==> src/rtl/pipeline_ctrl_chain_if.sv <==
// Purpose: bundles the pipeline-chain control, payload and status signals so the
//          chain and whatever drives it connect through a single port.
// Signals (named from the chain's point of view):
//   i_mode        0 = free run, 1 = debug step
//   i_step_req    one-cycle pulse starting a step burst
//   i_step_count  cycles per burst (0 behaves as 1)
//   i_stall_ext   global stall
//   i_stall_stage per-stage hold request
//   i_flush       per-stage clear
//   i_valid_in    valid of payload entering stage 0
//   i_data_in     payload entering stage 0
//   o_data        stage k at [k*DATA_W +: DATA_W]
//   o_valid       per-stage valid
//   o_advance     per-stage load strobe (combinational)
//   o_busy        step burst in progress
//   o_step_done   one-cycle burst completion pulse
//   o_cycle_cnt   run-enabled cycle count
// Modports: slave = chain side, master = driver side.
interface pipeline_ctrl_chain_if #(
  parameter int unsigned NUM_STAGES = 4,
  parameter int unsigned DATA_W     = 78,
  parameter int unsigned STEP_CNT_W = 16
);
  logic                         i_mode;
  logic                         i_step_req;
  logic [STEP_CNT_W-1:0]        i_step_count;
  logic                         i_stall_ext;
  logic [NUM_STAGES-1:0]        i_stall_stage;
  logic [NUM_STAGES-1:0]        i_flush;
  logic                         i_valid_in;
  logic [DATA_W-1:0]            i_data_in;
  logic [NUM_STAGES*DATA_W-1:0] o_data;
  logic [NUM_STAGES-1:0]        o_valid;
  logic [NUM_STAGES-1:0]        o_advance;
  logic                         o_busy;
  logic                         o_step_done;
  logic [31:0]                  o_cycle_cnt;

  modport slave (
    input  i_mode, i_step_req, i_step_count, i_stall_ext, i_stall_stage, i_flush,
           i_valid_in, i_data_in,
    output o_data, o_valid, o_advance, o_busy, o_step_done, o_cycle_cnt
  );

  modport master (
    output i_mode, i_step_req, i_step_count, i_stall_ext, i_stall_stage, i_flush,
           i_valid_in, i_data_in,
    input  o_data, o_valid, o_advance, o_busy, o_step_done, o_cycle_cnt
  );
endinterface

==> src/rtl/pipeline_ctrl_chain.sv <==
// Purpose: chain of NUM_STAGES pipeline registers with valid bits, a per-stage
//          hold/flush/bubble network and a debug run/step controller. Stalling
//          stage k freezes stages 0..k and inserts a bubble into stage k+1.
// Ports:
//   i_clk    clock
//   i_rst_n  asynchronous active-low reset
//   io_bus   pipeline_ctrl_chain_if.slave (controls, payload in, stage state out)
module pipeline_ctrl_chain #(
  parameter int unsigned NUM_STAGES = 4,
  parameter int unsigned DATA_W     = 78,
  parameter int unsigned STEP_CNT_W = 16
) (
  input  logic                   i_clk,
  input  logic                   i_rst_n,
  pipeline_ctrl_chain_if.slave   io_bus
);

  typedef enum logic [1:0] {StIdle, StStep, StDone} state_e;

  state_e                  r_state, w_state_nxt;
  logic [STEP_CNT_W-1:0]   r_remaining, w_remaining_nxt;
  logic                    r_busy, r_step_done;
  logic [31:0]             r_cycle_cnt;

  logic [DATA_W-1:0]       r_data [NUM_STAGES];
  logic [DATA_W-1:0]       w_data_nxt [NUM_STAGES];
  logic [NUM_STAGES-1:0]   r_valid, w_valid_nxt;

  logic                    w_run_en;
  logic [NUM_STAGES-1:0]   w_freeze;
  logic [DATA_W-1:0]       w_src_data [NUM_STAGES];
  logic [NUM_STAGES-1:0]   w_src_valid;
  logic [NUM_STAGES-1:0]   w_bubble;
  logic [NUM_STAGES*DATA_W-1:0] w_data_flat;

  assign w_run_en = ~io_bus.i_stall_ext & (~io_bus.i_mode | (r_state == StStep));

  // freeze[k] = any hold request at stage k or further downstream.
  always_comb begin
    w_freeze = '0;
    w_freeze[NUM_STAGES-1] = io_bus.i_stall_stage[NUM_STAGES-1];
    for (int k = int'(NUM_STAGES) - 2; k >= 0; k--) begin
      w_freeze[k] = w_freeze[k+1] | io_bus.i_stall_stage[k];
    end
  end

  // Upstream source of each stage; a stalled predecessor turns into a bubble.
  for (genvar g = 0; g < NUM_STAGES; g++) begin : g_src
    if (g == 0) begin : g_first
      assign w_src_data[g]  = io_bus.i_data_in;
      assign w_src_valid[g] = io_bus.i_valid_in;
      assign w_bubble[g]    = 1'b0;
    end else begin : g_rest
      assign w_src_data[g]  = r_data[g-1];
      assign w_src_valid[g] = r_valid[g-1];
      assign w_bubble[g]    = io_bus.i_stall_stage[g-1];
    end
  end

  always_comb begin
    w_valid_nxt = r_valid;
    for (int k = 0; k < int'(NUM_STAGES); k++) begin
      w_data_nxt[k] = r_data[k];
      if (w_run_en) begin
        if (io_bus.i_flush[k]) begin
          w_data_nxt[k]  = '0;
          w_valid_nxt[k] = 1'b0;
        end else if (w_freeze[k]) begin
          w_data_nxt[k]  = r_data[k];
          w_valid_nxt[k] = r_valid[k];
        end else if (w_bubble[k]) begin
          w_data_nxt[k]  = '0;
          w_valid_nxt[k] = 1'b0;
        end else begin
          w_data_nxt[k]  = w_src_data[k];
          w_valid_nxt[k] = w_src_valid[k];
        end
      end
    end
  end

  always_ff @(posedge i_clk or negedge i_rst_n) begin
    if (!i_rst_n) begin
      for (int k = 0; k < int'(NUM_STAGES); k++) begin
        r_data[k] <= '0;
      end
      r_valid <= '0;
    end else begin
      for (int k = 0; k < int'(NUM_STAGES); k++) begin
        r_data[k] <= w_data_nxt[k];
      end
      r_valid <= w_valid_nxt;
    end
  end

  // Step controller.
  always_comb begin
    w_state_nxt     = r_state;
    w_remaining_nxt = r_remaining;
    unique case (r_state)
      StIdle: begin
        if (io_bus.i_mode && io_bus.i_step_req) begin
          w_remaining_nxt = (io_bus.i_step_count == '0) ? STEP_CNT_W'(1) : io_bus.i_step_count;
          w_state_nxt     = StStep;
        end
      end
      StStep: begin
        if (!io_bus.i_mode) begin
          w_state_nxt     = StIdle;
          w_remaining_nxt = '0;
        end else if (w_run_en) begin
          w_remaining_nxt = r_remaining - STEP_CNT_W'(1);
          if (r_remaining == STEP_CNT_W'(1)) begin
            w_state_nxt = StDone;
          end
        end
      end
      StDone: begin
        w_state_nxt     = StIdle;
        w_remaining_nxt = '0;
      end
      default: begin
        w_state_nxt     = StIdle;
        w_remaining_nxt = '0;
      end
    endcase
  end

  always_ff @(posedge i_clk or negedge i_rst_n) begin
    if (!i_rst_n) begin
      r_state     <= StIdle;
      r_remaining <= '0;
      r_busy      <= 1'b0;
      r_step_done <= 1'b0;
      r_cycle_cnt <= '0;
    end else begin
      r_state     <= w_state_nxt;
      r_remaining <= w_remaining_nxt;
      // Status flops track the state being entered so they stay pure registers.
      r_busy      <= (w_state_nxt == StStep);
      r_step_done <= (w_state_nxt == StDone);
      if (w_run_en) begin
        r_cycle_cnt <= r_cycle_cnt + 32'd1;
      end
    end
  end

  always_comb begin
    w_data_flat = '0;
    for (int k = 0; k < int'(NUM_STAGES); k++) begin
      w_data_flat[k*DATA_W +: DATA_W] = r_data[k];
    end
  end

  assign io_bus.o_data      = w_data_flat;
  assign io_bus.o_valid     = r_valid;
  assign io_bus.o_advance   = {NUM_STAGES{w_run_en}} & ~w_freeze & ~io_bus.i_flush;
  assign io_bus.o_busy      = r_busy;
  assign io_bus.o_step_done = r_step_done;
  assign io_bus.o_cycle_cnt = r_cycle_cnt;

endmodule

==> src/flat_wrapper.sv <==
// flat-port wrapper written by rule: the top's interface ports become plain ports
module pipeline_ctrl_chain_flat 
#(
  parameter int unsigned NUM_STAGES = 4,
  parameter int unsigned DATA_W     = 78,
  parameter int unsigned STEP_CNT_W = 16
)
  (i_clk, i_rst_n, io_bus_i_mode, io_bus_i_step_req, io_bus_i_step_count, io_bus_i_stall_ext, io_bus_i_stall_stage, io_bus_i_flush, io_bus_i_valid_in, io_bus_i_data_in, io_bus_o_data, io_bus_o_valid, io_bus_o_advance, io_bus_o_busy, io_bus_o_step_done, io_bus_o_cycle_cnt);
  pipeline_ctrl_chain_if #(.NUM_STAGES(NUM_STAGES), .DATA_W(DATA_W), .STEP_CNT_W(STEP_CNT_W)) io_bus_i ();
  input  logic i_clk;
  input  logic i_rst_n;
  input wire logic [$bits(io_bus_i.i_mode)-1:0] io_bus_i_mode;
  input wire logic [$bits(io_bus_i.i_step_req)-1:0] io_bus_i_step_req;
  input wire logic [$bits(io_bus_i.i_step_count)-1:0] io_bus_i_step_count;
  input wire logic [$bits(io_bus_i.i_stall_ext)-1:0] io_bus_i_stall_ext;
  input wire logic [$bits(io_bus_i.i_stall_stage)-1:0] io_bus_i_stall_stage;
  input wire logic [$bits(io_bus_i.i_flush)-1:0] io_bus_i_flush;
  input wire logic [$bits(io_bus_i.i_valid_in)-1:0] io_bus_i_valid_in;
  input wire logic [$bits(io_bus_i.i_data_in)-1:0] io_bus_i_data_in;
  output wire logic [$bits(io_bus_i.o_data)-1:0] io_bus_o_data;
  output wire logic [$bits(io_bus_i.o_valid)-1:0] io_bus_o_valid;
  output wire logic [$bits(io_bus_i.o_advance)-1:0] io_bus_o_advance;
  output wire logic [$bits(io_bus_i.o_busy)-1:0] io_bus_o_busy;
  output wire logic [$bits(io_bus_i.o_step_done)-1:0] io_bus_o_step_done;
  output wire logic [$bits(io_bus_i.o_cycle_cnt)-1:0] io_bus_o_cycle_cnt;
  assign io_bus_i.i_mode = io_bus_i_mode;
  assign io_bus_i.i_step_req = io_bus_i_step_req;
  assign io_bus_i.i_step_count = io_bus_i_step_count;
  assign io_bus_i.i_stall_ext = io_bus_i_stall_ext;
  assign io_bus_i.i_stall_stage = io_bus_i_stall_stage;
  assign io_bus_i.i_flush = io_bus_i_flush;
  assign io_bus_i.i_valid_in = io_bus_i_valid_in;
  assign io_bus_i.i_data_in = io_bus_i_data_in;
  assign io_bus_o_data = io_bus_i.o_data;
  assign io_bus_o_valid = io_bus_i.o_valid;
  assign io_bus_o_advance = io_bus_i.o_advance;
  assign io_bus_o_busy = io_bus_i.o_busy;
  assign io_bus_o_step_done = io_bus_i.o_step_done;
  assign io_bus_o_cycle_cnt = io_bus_i.o_cycle_cnt;
  pipeline_ctrl_chain #(.NUM_STAGES(NUM_STAGES), .DATA_W(DATA_W), .STEP_CNT_W(STEP_CNT_W)) u_core (.i_clk(i_clk), .i_rst_n(i_rst_n), .io_bus(io_bus_i));
endmodule
==> config.mk <==
export PLATFORM = sky130hd
export DESIGN_NAME = pipeline_ctrl_chain_flat
export DESIGN_NICKNAME = d
export VERILOG_FILES = /design/src/rtl/pipeline_ctrl_chain_if.sv /design/src/rtl/pipeline_ctrl_chain.sv /design/src/flat_wrapper.sv
export SDC_FILE = /design/constraint.sdc
export NUM_CORES = 1
export LEC_CHECK = 0
export CORE_AREA = 2 2 178 180
export CTS_CLUSTER_SIZE = 30
export DETAILED_ROUTE_END_ITERATION = 8
export DIE_AREA = 0 0 180 182
export PLACE_DENSITY = 0.85
export SKIP_CTS_REPAIR_TIMING = 1
export SLEW_MARGIN = 20
export SYNTH_ARGS = -nofsm -noshare
export SYNTH_HDL_FRONTEND = slang
export SYNTH_SLANG_ARGS = --single-unit
==> constraint.sdc <==
create_clock -name i_clk -period 2.9 [get_ports i_clk]
set_clock_uncertainty 0.05 [all_clocks]
set_input_delay 0.29 -clock i_clk [delete_from_list [all_inputs] [get_ports i_clk]]
set_output_delay 0.29 -clock i_clk [all_outputs]
set_load 0.01 [all_outputs]
==> reports/results.ini, run 1 <==
[critical_path]
cp_slowest_cell = clkdlybuf4s50_1
path_class = flop to output pin
worstSetupStartpointType = flop
timing.critical_path.cells = nand2b_1 > a21o_4 > nor4_4 > buf_4 > clkdlybuf4s50_1
setup.worst_path.start = u_core.r_state[0]
endpoint_kind_of_the_worst_setup_timing_path = output pin
critical_path.max_fanout = 12
crit-reg2reg-launch = u_core.r_remaining[1]
critPathRequiredTime_ns = 2.56
max_stage_delay_ns = 0.61
worstPathArrival_ns = 2.39

[synth]
postSynth.asyncResetShare_pct = 100
yosys-top-cells-area = dfrtp_1, a22o_1, clkbuf_1
postSynthCellCount = 1010
postSynth.topFlopCell = dfrtp_1
netlist-cell-type-count = 54
post_synth_edffs = 0
synthesis.yosys.warnings = 0
syn-mean-instance-area_um2 = 13.9
seq_area_frac_synth_pct = 65.7
postSynthRegisterBits = 368
netlist_area_pre_place_um2 = 14000
synth_top_cell_by_area = dfrtp_1
netlist.area_leader.share_pct = 65.7
mappedNetlistNets = 1121

[global_routing]
grt.overflow.total = 0
gr-usage-all-layers_pct = 27.3
grt_first_pass_wirelength_um = 70000
number_of_global_route_vias_before_repair = 11600
antenna_violations_before_repair = 1
grt_max_degree = 101

[timing]
unrepaired_setup_endpoints_after_global_routing = no
setup_tns_final_ns = 0
hold_ws_ns = 0.319
timing.final.crit_share_pct = 94.0
timing.max_slew.rel_slack_pct = 33.3
final_number_of_hold_violating_endpoints = 0
layout_min_cycle_time_ns = 2.73
worst_slew_pin_slew_ns = 0.997
setup-violations-final = 0
timing.final.max_slew_violations = 0
timing.fmax_mhz = 367

[hold_path]
hold_start = io_bus_i_data_in[46]
worstHoldPathType = input pin to flop

[power_and_ir_drop]
power.leakage_nw = 9.16
total_power_mw = 11.6
switching_power_mw = 2.70
vdd_ir_drop_max_v = 0.000405
power.combinational.fraction_pct = 8.4
power_frac_clock_pct = 45.1
p_int_mw = 8.95
power_switching_share_pct = 23.2
share_seq_of_total_power_pct = 46.5
pwr_density_cell_nw_per_um2 = 565

[route]
antenna_violating_nets_post_route = 0
dr_total_vias = 11300
vias_per_cell = 5.94
detailedRoute.firstIterationViolations = 750
post-route-drc-count = 0
first_drt_pass_iteration_count = 5
routed_wl_um = 45400
routed_wire_length_per_instance_um = 23.9

[clock_tree]
numClockSinks = 368
tritoncts = done
path_clk_slew_ns = 0.06
cts_made_buffers = 40
clk_root_buffer_cell = clkbuf_16
clock_insertion_delay_worst_skew_ns = 0.53
cts_htree_levels = 2
cts.path.max_buffers = 3

[floorplanning]
floorplan.die_area_um2 = 32800
die_height_um = 182
initial_utilization_pct = 45.2
boundaryPins = 462
rows = 65
die-width_um = 180
core_area_um2 = 31000

[final_layout]
finish.net_count = 1578
finalInstanceArea_um2 = 20600
layout.cells.most_common_list = clkdlybuf4s50_1, dfrtp_1, a22o_1
syn_to_final_growth_pct = 47.1
layout-drive-gt1-share_pct = 7.75
layout.cells.most_common = clkdlybuf4s50_1

[outcome]
status = completed

[place]
detailed_place_hpwl_um = 31300
placed_cell_area_um2 = 19200
gp_congestion = 0.884
io_buffers = 461

[job]
max-cap-violations = 0

==> state kept, by name, indices dropped and copies added (netlist names) <==
name and cells:
u_core.io_bus.o_cycle_cnt 32, u_core.io_bus.o_data 312, u_core.r_state 2, u_core.io_bus.o_valid 4
u_core.r_remaining 16, u_core.io_bus.o_step_done 1, u_core.io_bus.o_busy 1
==> routing by layer <==
layer,track usage [%],vias up,wire length (um)
met5,0,-,0
met4,13.0,0,2050
met3,6.88,116,3570
met2,45.1,561,22700
met1,33.8,5768,17100
li1,-,4835,-
==> power by group through the flow <==
stage | combinational [mW] | clock (mW) | sequential, mW
after floorplan | 0.357 | 0 | 5.49
after global placement | 0.959 | 0 | 5.50
after detailed placement | 0.977 | 0 | 5.50
after CTS | 0.984 | 5.35 | 5.41
after global routing | 1.06 | 5.61 | 5.43
final | 0.976 | 5.25 | 5.42
==> final cells by class <==
type                    count  area, um2
clock inverters            12        178
multi-input cells         546       4390
clock buffers              60       1210
repair buffers            497       5050
diodes                      1       2.50
well taps                 402        503
inverters                  14       52.6
fillers                  2155      10400
flip-flops and latches    368       9210
==> worst paths after layout <==
| path | slack [ns] | to | depth (start not counted) |
|---|---|---|---|
| worst max register to register | 0.45 | u_core.io_bus.o_busy | 6 |
| min in group asynchronous | 0.37 | u_core.io_bus.o_data[59] | 2 |
| worst max-delay path | 0.17 | io_bus_o_advance[0] | 5 |
| worst min-delay path | 0.32 | u_core.io_bus.o_data[46] | 2 |
| worst min register to register | 0.45 | u_core.io_bus.o_data[274] | 1 |
| max in group asynchronous | 1.56 | u_core.io_bus.o_data[244] | 3 |
==> cells in the mapped netlist, types with 6 or more instances <==
library cell  count
clkbuf_1         61
nor4_1           15
nand3_1          18
nor2_1           18
dfrtp_1         368
xnor2_1          22
a22o_1          317
nand2_1          17
a21oi_1           7
inv_1            14
buf_6            10
o22ai_1           6
xor2_1           10
nand4_1          14
buf_2            11
nor3_1           22
==> stage by stage <==
| stage | util (%) | worst slack (ns) | instances |
|---|---|---|---|
| floorplan | - | 0.802 | 1010 |
| global placement | 61.9 | 0.133 | 1824 |
| detailed placement | 61.9 | 0.152 | 1824 |
| CTS | 66.4 | -0.309 | 1896 |
| global route | 66.5 | 0.0516 | 1900 |
| finish | 66.5 | 0.174 | 1900 |
==> cell families after synthesis <==
logic type	count (synthesis)	synth area share, %
compound gates	370	22.7
simple gates	140	6.01
xor+xnor	32	2.00
mux	1	0.0804
buf+inv	96	3.21
flops	368	65.7
fa+ha+maj	3	0.268
==> critical path, delay by kind of cell (launching register included) <==
family / cells / cell delay, ns
AOI/OAI and AO/OA: 1 / 0.31
buffers and inverters: 2 / 0.80
DFF: 1 / 0.47
and+or+nand+nor: 2 / 0.27
(Power assumes the default switching activity.)
==> run 2: changes to the inputs <==
Settings changed: CORE_AREA 2 2 178 180 to not set, CORE_MARGIN set to 2, CORE_UTILIZATION set to 46, DIE_AREA 0 0 180 182 to not set, PLACE_DENSITY 0.85 to 0.86.
==> run 2 against run 1 <==
Against the previous run: maximum frequency increased by 3.2%; sequential power about the same; sequential share of layout area increased by 0.36 points; non-clock buffer count decreased by 2; via count increased by 0.20%; global-route usage increased by 1.0 points; die area decreased by 2.8%; largest cell class unchanged; highest routed layer is now met5.
==> reports/results.ini, run 2 (synthesis results as in run 1) <==
[route]
dr_total_vias = 11300  ; +0.20%
vias_per_cell = 6.01  ; +1.2%
routed_wl_um = 46300  ; +1.9%
antenna_violating_nets_post_route = 0  ; unchanged
post-route-drc-count = 0  ; unchanged
detailedRoute.firstIterationViolations = 861  ; +15%
routed_wire_length_per_instance_um = 24.6  ; +2.9%
first_drt_pass_iteration_count = 5  ; unchanged

[final_layout]
layout.cells.most_common = clkdlybuf4s50_1
layout-drive-gt1-share_pct = 7.25  ; -0.50 points
finish.net_count = 1575  ; -0.19%
layout.cells.most_common_list = clkdlybuf4s50_1, dfrtp_1, a22o_1
syn_to_final_growth_pct = 45.9
largest_reg_flops = 312  ; unchanged
nFillCells = 2022  ; -6.2%

[floorplanning]
boundaryPins = 462  ; unchanged
rows = 63  ; -3.1%
die-width_um = 178  ; -0.84%
floorplan.die_area_um2 = 31900  ; -2.8%
core_area_um2 = 29800  ; -3.8%
die_height_um = 178  ; -1.9%
initial_utilization_pct = 47.0  ; +1.8 points

[clock_tree]
tritoncts = done
numClockSinks = 368  ; unchanged
clock_insertion_delay_worst_skew_ns = 0.52  ; about the same
cts_htree_levels = 2  ; unchanged
cts.path.max_buffers = 3  ; unchanged
clk_root_buffer_cell = clkbuf_16
path_clk_slew_ns = 0.06  ; about the same
cts_made_buffers = 39  ; -2.5%

[place]
detailed_place_hpwl_um = 33000  ; +5.3%
gp_congestion = 0.897  ; +1.5%
dp_slack_ns = 0.325  ; +0.173 ns
io_buffers = 461  ; unchanged

[timing]
timing.final.ws_setup_ns = 0.258  ; +0.0835 ns
timing.final.max_slew_violations = 0  ; unchanged
worst_slew_pin_slew_ns = 0.734  ; -0.263 ns
timing.final.crit_share_pct = 91.1  ; -2.9 points
unrepaired_setup_endpoints_after_global_routing = no
timing.max_slew.rel_slack_pct = 51.0  ; +18 points
setup-violations-final = 0  ; unchanged
setup_tns_final_ns = 0  ; unchanged
timing.fmax_mhz = 378  ; +3.2%
final_number_of_hold_violating_endpoints = 0  ; unchanged
layout_min_cycle_time_ns = 2.64  ; -0.0835 ns

[hold_path]
worstHoldPathType = input pin to asynchronous set/reset pin

[critical_path]
endpoint_kind_of_the_worst_setup_timing_path = output pin
critPathRequiredTime_ns = 2.56  ; about the same
reg_to_reg_slack_setup_ns = 0.50  ; +0.05 ns
worstPathArrival_ns = 2.30  ; -0.09 ns
critical_path.max_fanout = 12  ; unchanged
worstSetupStartpointType = flop
worst_reg2reg_path_endpoint = u_core.r_state[0]
reg2regPathDepth = 6  ; unchanged
path_class = flop to output pin
crit-reg2reg-launch = u_core.r_remaining[1]

[outcome]
status = completed

[job]
max-cap-violations = 0  ; unchanged

[global_routing]
antenna_violations_before_repair = 4  ; +3
number_of_global_route_vias_before_repair = 11300  ; -3.1%
grt_max_degree = 83  ; -18%
grt.overflow.total = 0  ; unchanged
grt_first_pass_wirelength_um = 68700  ; -1.8%
gr-usage-all-layers_pct = 28.3  ; +1.0 points

[power_and_ir_drop]
total_power_mw = 11.4  ; -1.9%
vdd_ir_drop_max_v = 0.000427  ; +5.6%
pwr_density_cell_nw_per_um2 = 559  ; -1.2%
power.leakage_nw = 9.11  ; -0.60%

-- run 2: changes by cell type in the layout (fill, tap and decap cells not counted) --
cell	change
clkbuf_16	-1
clkinv_8	-1
diode_2	+1
clkinv_2	+1
buf_12	-3
buf_4	+1
clkinv_4	-1
clkbuf_8	-4
clkdlybuf4s50_1	-1
dlymetal6s2s_1	+1
-- run 2: metal layers --
metal,GRT usage [%],wire (um),vias up
li1,-,-,4821
met1,37.4,18000,5790
met2,45.5,22700,584
met3,6.63,3820,105
met4,11.2,1790,2
met5,0,12,-
-- run 2: how the worst max path moves through the flow --
stage                                 start                    to  cells after the start
floorplan             u_core.r_remaining[1]  u_core.io_bus.o_busy                      6
global placement    io_bus_i_stall_stage[3]   io_bus_o_advance[0]                      4
detailed placement  io_bus_i_stall_stage[1]   io_bus_o_advance[0]                      4
CTS                       u_core.r_state[0]   io_bus_o_advance[0]                      4
global route              u_core.r_state[0]   io_bus_o_advance[1]                      4
finish                    u_core.r_state[0]   io_bus_o_advance[1]                      4
-- run 2: final cells by class --
class                   instances  area [um2]  area share [%]
clock inverters                11         158           0.771
repair buffers                495        5000            24.5
inverters                      14        52.6           0.257
multi-input cells             546        4390            21.5
diodes                          2        5.00          0.0245
well taps                     390         488            2.39
clock buffers                  55        1130            5.52
flip-flops and latches        368        9210            45.1
-- run 2: critical path, cell delays in order, from the launching register on --
cell and delay (ns):
dfrtp_2 0.47, nand2b_1 0.12, a21o_4 0.32, nor3_1 0.24
clkdlybuf4s50_1 0.62
-- run 2: power by group --
group	total, mW	internal, mW	switching [mW]
sequential	5.41	5.25	0.157
clock	5.03	3.06	1.97
combinational	0.981	0.451	0.530
-- run 2: metrics by stage --
| stage | std cells | hold WS [ns] | util [%] | instance area [um2] |
|---|---|---|---|---|
| final | 1881 | 0.315 | 68.6 | 20400 |
| after global routing | 1880 | 0.319 | 68.6 | 20400 |
| after CTS | 1878 | -0.267 | 68.5 | 20400 |
| after detailed placement | 1812 | 0.269 | 64.2 | 19100 |
| after global placement | 1812 | 0.263 | 64.2 | 19100 |
| after floorplan | 1010 | -0.0556 | - | 14000 |
==> run 3: changes to the inputs <==
Settings changed: RECOVER_POWER set to 100.
==> run 3 against run 2 <==
Against the previous run: the run now ends with capacitance limit, slew limit left; global-route usage is the same; sequential cell count unchanged; worst hold slack improved by 0.012 ns; cell count stayed put; count of clock-buffer cells in the layout stayed put; sequential share of layout area grew 0.21 points; worst setup slack worse by 0.049 ns; combinational power shrank 4.9%; critical path depth unchanged; via count increased by 0.54%; register-to-register slack worse by 0.27 ns; final area decreased by 0.46%; critical path type unchanged; highest routed layer unchanged.
==> reports/results.ini, run 3 (synthesis results as in run 1) <==
[power_and_ir_drop]
switching_power_mw = 2.65  ; -0.25%
power_switching_share_pct = 23.3  ; +0.043 points
pwr_density_cell_nw_per_um2 = 559  ; about the same
total_power_mw = 11.4  ; -0.44%
power.leakage_nw = 10.2  ; +13%
share_seq_of_total_power_pct = 47.5  ; about the same
vdd_ir_drop_max_v = 0.000429  ; +0.43%
power.combinational.fraction_pct = 8.2  ; -0.4 points
p_int_mw = 8.72  ; -0.49%
power_frac_clock_pct = 44.3  ; +0.3 points

[clock_tree]
clk_root_buffer_cell = clkbuf_16
cts_htree_levels = 2  ; unchanged
clock_insertion_delay_worst_skew_ns = 0.52  ; about the same
numClockSinks = 368  ; unchanged
tritoncts = done
path_clk_slew_ns = 0.06  ; about the same
cts_made_buffers = 39  ; unchanged
cts.path.max_buffers = 3  ; unchanged

[global_routing]
antenna_violations_before_repair = 4  ; unchanged
grt_first_pass_wirelength_um = 68700  ; unchanged
gr-usage-all-layers_pct = 28.3  ; unchanged
grt_max_degree = 83  ; unchanged
grt.overflow.total = 0  ; unchanged
number_of_global_route_vias_before_repair = 11300  ; unchanged

[route]
detailedRoute.firstIterationViolations = 814  ; -5.5%
first_drt_pass_iteration_count = 5  ; unchanged
met1_length_um = 18000  ; about the same
met3RoutedLength_um = 3680  ; -3.7%
highest-signal-layer = met5
routed_wire_length_per_instance_um = 24.6  ; -0.23%
post-route-drc-count = 0  ; unchanged
dr_total_vias = 11400  ; +0.54%
vias_per_cell = 6.04  ; +0.54%
antenna_violating_nets_post_route = 0  ; unchanged
met2_wirelength_um = 22700  ; +0.30%
routed_wl_um = 46200  ; -0.23%

[floorplanning]
floorplan.die_area_um2 = 31900  ; unchanged
initial_utilization_pct = 47.0  ; unchanged
boundaryPins = 462  ; unchanged
die-width_um = 178  ; unchanged
core_area_um2 = 29800  ; unchanged
die_height_um = 178  ; unchanged
rows = 63  ; unchanged

[critical_path]
critical_path.max_fanout = 12  ; unchanged
worstSetupStartpointType = flop
critPathRequiredTime_ns = 2.56  ; about the same
path_class = flop to output pin
endpoint_kind_of_the_worst_setup_timing_path = output pin
worstPathArrival_ns = 2.35  ; +0.05 ns

[timing]
setup-violations-final = 0  ; unchanged
worst_slew_pin_slew_ns = 2.00  ; +1.27 ns
final_number_of_hold_violating_endpoints = 0  ; unchanged
layout_min_cycle_time_ns = 2.69  ; +0.0486 ns
unrepaired_setup_endpoints_after_global_routing = no
timing.final.crit_share_pct = 92.8  ; +1.7 points
setup_tns_final_ns = 0  ; unchanged
timing.fmax_mhz = 372  ; -1.8%
timing.max_slew.rel_slack_pct = -33.3  ; -84 points
timing.final.max_slew_violations = 73  ; +73

[place]
detailed_place_hpwl_um = 33000  ; unchanged
dp.cells = 1812  ; unchanged
gp_congestion = 0.897  ; unchanged
io_buffers = 461  ; unchanged
placed_cell_area_um2 = 19100  ; unchanged

[final_layout]
largest_reg_flops = 312  ; unchanged
utilization_pct = 68.3  ; -0.31 points
finish.net_count = 1575  ; unchanged
layout.cells.most_common_list = dfrtp_1, dlygate4sd3_1, a22o_1
layout-drive-gt1-share_pct = 6.65  ; -0.60 points
finalInstanceArea_um2 = 20300  ; -0.46%
layout.cells.most_common = dfrtp_1
syn_to_final_growth_pct = 45.3
nFillCells = 2048  ; +1.3%
layout.cells.non_filler = 1881  ; unchanged

[outcome]
violations = capacitance limit, slew limit
status = complete, but fails checks

[job]
max-cap-violations = 1  ; +1

[hold_path]
worstHoldPathType = input pin to flop

-- run 3: cell count changes in the layout (fill, tap and decap cells not counted), moves of 2 or more --
cell / delta
clkbuf_1: +7
buf_4: -11
o21ai_2: +2
buf_6: +2
clkdlybuf4s50_1: -354
o21ai_4: -2
clkbuf_4: +2
dlygate4sd3_1: +354
clkbuf_2: +4
buf_12: -2
-- run 3: layout make-up --
class	instances	area, um2	share of cell area (%)
diodes	2	5.00	0.0246
repair buffers	495	4940	24.3
clock buffers	55	1130	5.55
well taps	390	488	2.40
multi-input cells	546	4370	21.5
clock inverters	11	158	0.775
flip-flops and latches	368	9210	45.3
inverters	14	52.6	0.258
-- run 3: worst paths after layout --
check	from	slack (ns)	end	depth (start not counted)
max in group asynchronous	i_rst_n	0.49	u_core.io_bus.o_data[149]	4
worst min-delay path	io_bus_i_data_in[14]	0.33	u_core.io_bus.o_data[14]	2
worst min register to register	u_core.io_bus.o_cycle_cnt[31]	0.41	u_core.io_bus.o_cycle_cnt[31]	1
worst max-delay path	u_core.r_state[0]	0.21	io_bus_o_advance[1]	4
worst max register to register	u_core.r_state[0]	0.23	u_core.io_bus.o_data[137]	7
min in group asynchronous	i_rst_n	0.85	u_core.io_bus.o_cycle_cnt[25]	2
-- run 3: critical path, cell delays in order (launching register included) --
cell,delay [ns]
dfrtp_2,0.47
nand2b_1,0.12
a21o_4,0.32
nor3_1,0.23
dlygate4sd3_1,0.67
-- run 3: routing by layer --
metal,vias to the layer above,track usage (%)
met2,595,45.5
li1,4835,-
met5,-,0
met4,2,11.2
met3,102,6.63
met1,5829,37.4
-- run 3: power groups by stage --
stage,registers (mW),logic [mW],clock network [mW]
finish,5.40,0.933,5.03
global route,5.42,1.01,5.32
CTS,5.40,0.982,5.10
detailed placement,5.50,0.977,0
global placement,5.49,0.952,0
floorplan,5.49,0.357,0
-- run 3: per-stage QoR --
stage | worst slack [ns] | hold slack [ns]
2_1_floorplan | 0.802 | -0.0556
3_3_place_gp | 0.345 | 0.263
3_5_place_dp | 0.325 | 0.269
4_1_cts | -0.0566 | -0.267
5_1_grt | 0.0798 | 0.319
6_report | 0.209 | 0.327
